### src/rtl/seq_ctrl_if.sv
// Pattern playback controller bus: buffer write port, run control and playback status.
interface seq_ctrl_if #(
    parameter int N     = 1,
    parameter int DEPTH = 16,
    parameter int CNTW  = 8
);
    localparam int AW = $clog2(DEPTH);

    logic            wr_en;
    logic [AW-1:0]   wr_addr;
    logic [N-1:0]    wr_data;
    logic [AW:0]     len;
    logic [CNTW-1:0] reps;
    logic            start;
    logic            pause;
    logic            stop;

    logic [N-1:0]    dout;
    logic            active;
    logic [AW-1:0]   step_idx;
    logic [CNTW-1:0] rep_cnt;
    logic            done;

    // Bench / sequencer side
    modport master (
        output wr_en, wr_addr, wr_data, len, reps, start, pause, stop,
        input  dout, active, step_idx, rep_cnt, done
    );

    // Controller side
    modport slave (
        input  wr_en, wr_addr, wr_data, len, reps, start, pause, stop,
        output dout, active, step_idx, rep_cnt, done
    );
endinterface

### src/rtl/seq_ctrl.sv
// Pattern playback controller: plays a writable buffer of N-bit elements one per
// clock with programmable length, repeat count (0 = forever), pause and abort.
module seq_ctrl #(
    parameter int N     = 1,
    parameter int DEPTH = 16,
    parameter int CNTW  = 8
) (
    input  logic         clock,
    input  logic         resetn,
    seq_ctrl_if.slave    bus
);
    localparam int AW = $clog2(DEPTH);

    localparam logic [AW:0]     LEN_MAX  = (AW+1)'(DEPTH);
    localparam logic [AW:0]     LEN_ONE  = (AW+1)'(1);
    localparam logic [AW-1:0]   STEP_ONE = AW'(1);
    localparam logic [CNTW-1:0] CNT_ONE  = CNTW'(1);

    typedef enum logic [1:0] {
        S_IDLE,
        S_PLAY,
        S_PAUSE
    } state_t;

    logic [N-1:0]    mem_q [DEPTH];

    state_t          state_q,  state_d;
    logic [N-1:0]    dout_q,   dout_d;
    logic            active_q, active_d;
    logic [AW-1:0]   step_q,   step_d;
    logic [CNTW-1:0] rep_q,    rep_d;
    logic            done_q,   done_d;
    logic [AW:0]     len_q,    len_d;
    logic [CNTW-1:0] reps_q,   reps_d;

    logic [AW-1:0]   step_nxt;

    assign step_nxt = step_q + STEP_ONE;

    // Pattern buffer write port; contents survive reset
    always_ff @(posedge clock) begin
        if (bus.wr_en) begin
            mem_q[bus.wr_addr] <= bus.wr_data;
        end
    end

    // State and output registers with synchronous active-low reset
    always_ff @(posedge clock) begin
        if (!resetn) begin
            state_q  <= S_IDLE;
            dout_q   <= '0;
            active_q <= 1'b0;
            step_q   <= '0;
            rep_q    <= '0;
            done_q   <= 1'b0;
            len_q    <= '0;
            reps_q   <= '0;
        end else begin
            state_q  <= state_d;
            dout_q   <= dout_d;
            active_q <= active_d;
            step_q   <= step_d;
            rep_q    <= rep_d;
            done_q   <= done_d;
            len_q    <= len_d;
            reps_q   <= reps_d;
        end
    end

    // Next-state and next-output decode; stop beats pause beats advance/completion
    always_comb begin
        state_d = state_q;
        dout_d  = dout_q;
        step_d  = step_q;
        rep_d   = rep_q;
        len_d   = len_q;
        reps_d  = reps_q;
        done_d  = 1'b0;

        case (state_q)
            S_IDLE: begin
                if (bus.start && (bus.len != '0)) begin
                    len_d   = (bus.len > LEN_MAX) ? LEN_MAX : bus.len;
                    reps_d  = bus.reps;
                    dout_d  = mem_q[0];
                    step_d  = '0;
                    rep_d   = '0;
                    state_d = S_PLAY;
                end
            end

            S_PLAY: begin
                if (bus.stop) begin
                    state_d = S_IDLE;
                    dout_d  = '0;
                    step_d  = '0;
                end else if (bus.pause) begin
                    state_d = S_PAUSE;
                end else if ({1'b0, step_q} < (len_q - LEN_ONE)) begin
                    step_d = step_nxt;
                    dout_d = mem_q[step_nxt];
                end else if ((reps_q != '0) && (rep_q == (reps_q - CNT_ONE))) begin
                    state_d = S_IDLE;
                    dout_d  = '0;
                    done_d  = 1'b1;
                end else begin
                    step_d = '0;
                    rep_d  = rep_q + CNT_ONE;
                    dout_d = mem_q[0];
                end
            end

            S_PAUSE: begin
                if (bus.stop) begin
                    state_d = S_IDLE;
                    dout_d  = '0;
                    step_d  = '0;
                end else if (!bus.pause) begin
                    // Resume without advancing so the held element gets a full PLAY cycle
                    state_d = S_PLAY;
                end
            end

            default: begin
                state_d = S_IDLE;
                dout_d  = '0;
                step_d  = '0;
            end
        endcase

        active_d = (state_d != S_IDLE);
    end

    assign bus.dout     = dout_q;
    assign bus.active   = active_q;
    assign bus.step_idx = step_q;
    assign bus.rep_cnt  = rep_q;
    assign bus.done     = done_q;
endmodule

### src/flat_wrapper.sv
// flat-port wrapper written by rule: the top's interface ports become plain ports
module seq_ctrl_flat 
#(
    parameter int N     = 1,
    parameter int DEPTH = 16,
    parameter int CNTW  = 8
)
  (clock, resetn, bus_wr_en, bus_wr_addr, bus_wr_data, bus_len, bus_reps, bus_start, bus_pause, bus_stop, bus_dout, bus_active, bus_step_idx, bus_rep_cnt, bus_done);
  seq_ctrl_if #(.N(N), .DEPTH(DEPTH), .CNTW(CNTW)) bus_i ();
  input  logic clock;
  input  logic resetn;
  input wire logic [$bits(bus_i.wr_en)-1:0] bus_wr_en;
  input wire logic [$bits(bus_i.wr_addr)-1:0] bus_wr_addr;
  input wire logic [$bits(bus_i.wr_data)-1:0] bus_wr_data;
  input wire logic [$bits(bus_i.len)-1:0] bus_len;
  input wire logic [$bits(bus_i.reps)-1:0] bus_reps;
  input wire logic [$bits(bus_i.start)-1:0] bus_start;
  input wire logic [$bits(bus_i.pause)-1:0] bus_pause;
  input wire logic [$bits(bus_i.stop)-1:0] bus_stop;
  output wire logic [$bits(bus_i.dout)-1:0] bus_dout;
  output wire logic [$bits(bus_i.active)-1:0] bus_active;
  output wire logic [$bits(bus_i.step_idx)-1:0] bus_step_idx;
  output wire logic [$bits(bus_i.rep_cnt)-1:0] bus_rep_cnt;
  output wire logic [$bits(bus_i.done)-1:0] bus_done;
  assign bus_i.wr_en = bus_wr_en;
  assign bus_i.wr_addr = bus_wr_addr;
  assign bus_i.wr_data = bus_wr_data;
  assign bus_i.len = bus_len;
  assign bus_i.reps = bus_reps;
  assign bus_i.start = bus_start;
  assign bus_i.pause = bus_pause;
  assign bus_i.stop = bus_stop;
  assign bus_dout = bus_i.dout;
  assign bus_active = bus_i.active;
  assign bus_step_idx = bus_i.step_idx;
  assign bus_rep_cnt = bus_i.rep_cnt;
  assign bus_done = bus_i.done;
  seq_ctrl #(.N(N), .DEPTH(DEPTH), .CNTW(CNTW)) u_core (.clock(clock), .resetn(resetn), .bus(bus_i));
endmodule
### config.mk
export PLATFORM = sky130hd
export DESIGN_NAME = seq_ctrl_flat
export DESIGN_NICKNAME = d
export VERILOG_FILES = /design/src/rtl/seq_ctrl_if.sv /design/src/rtl/seq_ctrl.sv /design/src/flat_wrapper.sv
export SDC_FILE = /design/constraint.sdc
export NUM_CORES = 1
export LEC_CHECK = 0
export CAP_MARGIN = 15
export CORE_MARGIN = 1.5
export CORE_UTILIZATION = 53
export DETAILED_ROUTE_END_ITERATION = 8
export HOLD_SLACK_MARGIN = 0.06
export PLACE_DENSITY = 0.79
export SYNTH_ARGS = -nofsm -noshare
export SYNTH_HDL_FRONTEND = slang
export SYNTH_SLANG_ARGS = --single-unit
### constraint.sdc
create_clock -name clock -period 2.69 [get_ports clock]
set_input_delay 0.4035 -clock clock [delete_from_list [all_inputs] [get_ports clock]]
set_output_delay 0.4035 -clock clock [all_outputs]
set_load 0.05 [all_outputs]
==> impl_metrics.py <==
metrics = {
    "status": {
        "status": "finished, violations left",
        "violations": "design-rule violations",
    },
    "cts": {
        "cts_buffer_depth": 2,
        "cts_buffers": 5,
        "postCtsSetupBuffers": 0,
        "cts_tree": "yes",
        "cts_max_level": 2,
        "clkTransAtPathRegs_ps": 90,
        "cts.sinks": 46,
        "root_buffer": "clkbuf_8",
        "clock_latency_ps": 290,
    },
    "pwr": {
        "fin_total_pwr_mw": 1.613,
        "ir_drop_uv": 377.2,
        "switching_power_mw": 0.3908,
        "p_clk_share_pct": 37.0,
        "seqPwrFrac_pct": 47.3,
        "power.density_nw_per_um2": 525.3,
        "comb_power_share_pct": 15.7,
        "p_sw_share_pct": 24.23,
        "intPower_mw": 1.222,
        "leakage_nw": 1.064,
    },
    "layout": {
        "final_util_pct": 69.09,
        "nets": 340,
        "drive_gt1_share_pct": 9.677,
        "diodes": 0,
        "area_growth_pct": 23.69,
        "final_cells": 362,
    },
    "hold_path": {
        "worstHoldPathType": "reg -> reg",
    },
    "route": {
        "drtIter0Drc": 123,
        "ant_nets": 0,
        "vias": 2051,
        "first_pass_iters": 6,
        "remaining_drc_errors": 5,
        "routed_via_density": 5.666,
        "routed_wl_um": 5414,
        "wl_per_cell_um": 14.96,
    },
    "synthesis": {
        "yosysMostFrequentCell": "nand2_1",
        "netlist_area_um2": 2482,
        "synth_cell_types": 47,
        "syn_nets": 297,
        "yosys_warnings": 0,
        "synth.largest_area_cell": "dfxtp_1",
        "synth_top_area_share_pct": 24.19,
        "synth-seq-cells": 46,
        "synth-edff-count": 16,
        "syn_avg_cell_area_um2": 9.332,
        "synth_common_cells": "nand2_1, dfxtp_1, a21oi_1, nor2_1, edfxtp_1",
        "synth-seq-area-share_pct": 43.55,
        "synth_ff_type": "dfxtp_1",
        "syn_inst": 266,
        "async_flop_share_pct": 0,
        "synthTopCellsByArea": "dfxtp_1, edfxtp_1, nand2_1",
    },
    "timing": {
        "fmax_mhz": 394.6,
        "clock_skew_ps": 5.468,
        "period_minus_slack_ps": 2534,
        "setup_viol": 0,
        "slew_violations": 0,
        "max_slew_margin_pct": 66.56,
        "finalHoldViolations": 0,
        "finalCritPeriodShare_pct": 94.20,
        "worstMarginPinSlew_ps": 500.1,
        "rsz0062_at_grt": "true",
    },
    "global_route": {
        "overflow": 0,
        "grt_pass1_vias": 2001,
        "grt_pass1_wl_um": 9052,
        "antenna_found_initial": 0,
        "grt_use_total_pct": 22.66,
        "grt_max_degree": 17,
    },
    "placed_design": {
        "numPlacedInstances": 354,
        "place_congestion": 0.9028,
        "dp_hpwl_um": 4097,
        "io_buffers": 38,
    },
    "worst_setup_path": {
        "critPathCaptureType": "flop",
        "path_cells": "inv_1 -> ha_1 -> xnor2_1 -> ha_1 -> o21ai_0 -> a21oi_1 -> o21ai_0 -> o31ai_2 -> o31ai_4 -> or4_1 -> a21oi_1",
        "max_stage_delay_ps": 430,
        "path_class": "reg -> reg",
        "crit_arrival_ps": 2760,
        "crit_required_ps": 2920,
        "path_max_fanout": 14,
        "cp-start-kind": "flop",
        "cpMaxStageDelayCell": "or4_1",
    },
    "floorplan": {
        "rows": 24,
        "die_x_um": 71.44,
        "core_um2": 4444,
        "die_h_um": 71.44,
        "dieArea_um2": 5103,
        "io_pins": 39,
        "initial_core_util_pct": 55.86,
    },
    "run": {
        "cap_violations": 0,
    },
}
-- power groups by stage --
stage / clock, mW / sequential, mW / combinational [mW]
after floorplan: 0 / 0.783 / 0.161
final: 0.596 / 0.763 / 0.254
after CTS: 0.606 / 0.763 / 0.255
after global routing: 0.641 / 0.767 / 0.279
after global placement: 0 / 0.778 / 0.247
after detailed placement: 0 / 0.779 / 0.253
-- registers in the layout, indices dropped and copies added, names as in the netlist --
name	flops
u_core.mem_q	16
u_core.bus.rep_cnt	8
u_core.reps_q	8
u_core.len_q	5
u_core.bus.step_idx	4
u_core.state_q	2
u_core.bus.active	1
u_core.bus.done	1
u_core.bus.dout	1
-- final timing paths --
kind	startpoint	end	slack, ps	cells past startpoint
max	u_core.len_q[1]	u_core.bus.rep_cnt[7]	160	11
min	u_core.len_q[4]	u_core.len_q[4]	480	2
max reg2reg	u_core.len_q[1]	u_core.bus.rep_cnt[7]	160	11
min reg2reg	u_core.len_q[4]	u_core.len_q[4]	480	2
-- worst max-delay path: cells and delay by family (launching register included) --
family | cells | cell delay [ps]
AOI/OAI and AO/OA | 6 | 1000
adders and majority gates | 2 | 470
and+or+nand+nor | 1 | 430
DFF | 1 | 370
xor gates and xnor gates | 1 | 140
buffers and inverters | 1 | 60
-- cells in the final DEF, fill, tap and decap left out, types with 7 or more instances in the layout --
cell type / netlist / final
a21oi_1: 26 / 26
clkdlybuf4s50_1: 0 / 38
dfxtp_1: 30 / 29
edfxtp_1: 16 / 16
ha_1: 7 / 7
inv_1: 9 / 9
nand2_1: 36 / 36
nand2b_1: 8 / 8
nand3_1: 11 / 11
nor2_1: 26 / 26
nor3_1: 11 / 10
xnor2_1: 11 / 11
-- metal layers --
metal / track usage, % / share of wire (%) / wire, um / vias up
li1: - / - / - / 1040
met1: 28.75 / 45 / 2440 / 953
met2: 38.53 / 49 / 2650 / 51
met3: 4.782 / 4.5 / 244 / 7
met4: 7.692 / 1.4 / 78 / 0
met5: 0 / 0 / 0 / -
-- cells by family (layout without fill, tap and decap cells) --
family / count (synthesis) / in the layout / synth area share [%]
AOI/OAI and AO/OA: 56 / 56 / 15.22
xor gates and xnor gates: 16 / 16 / 5.645
adders and majority gates: 7 / 7 / 3.528
buffers and inverters: 17 / 61 / 3.024
DFF: 46 / 46 / 43.55
muxes: 7 / 7 / 4.889
and+or+nand+nor: 117 / 117 / 24.14
-- through the flow --
step | worst slack, ps | hold WS (ps) | TNS (ps) | cell area, um^2
2_1_floorplan | 246.6 | 445.0 | 0 | 2482
3_3_place_gp | 195.1 | 457.5 | 0 | 2932
3_5_place_dp | 112.6 | 468.7 | 0 | 2932
4_1_cts | 92.43 | 480.1 | 0 | 3064
5_1_grt | -7.607 | 502.6 | -7.607 | 3070
6_report | 156.0 | 478.5 | 0 | 3070
-- what timing repair did --
item                                    CTS  global route
endpoints found under the setup margin    0             5
hold buffers                              0             0
resized for setup                         0             2
-- layout make-up --
class	count	area, um^2
clock inverters	3	63.81
clock buffers	5	68.82
multi-input cells	203	1331
well taps	52	65.06
flip-flops and latches	46	1082
fillers	368	1374
inverters	9	33.78
repair buffers	44	425.4
Note: power is estimated with default switching activity, not from simulation.
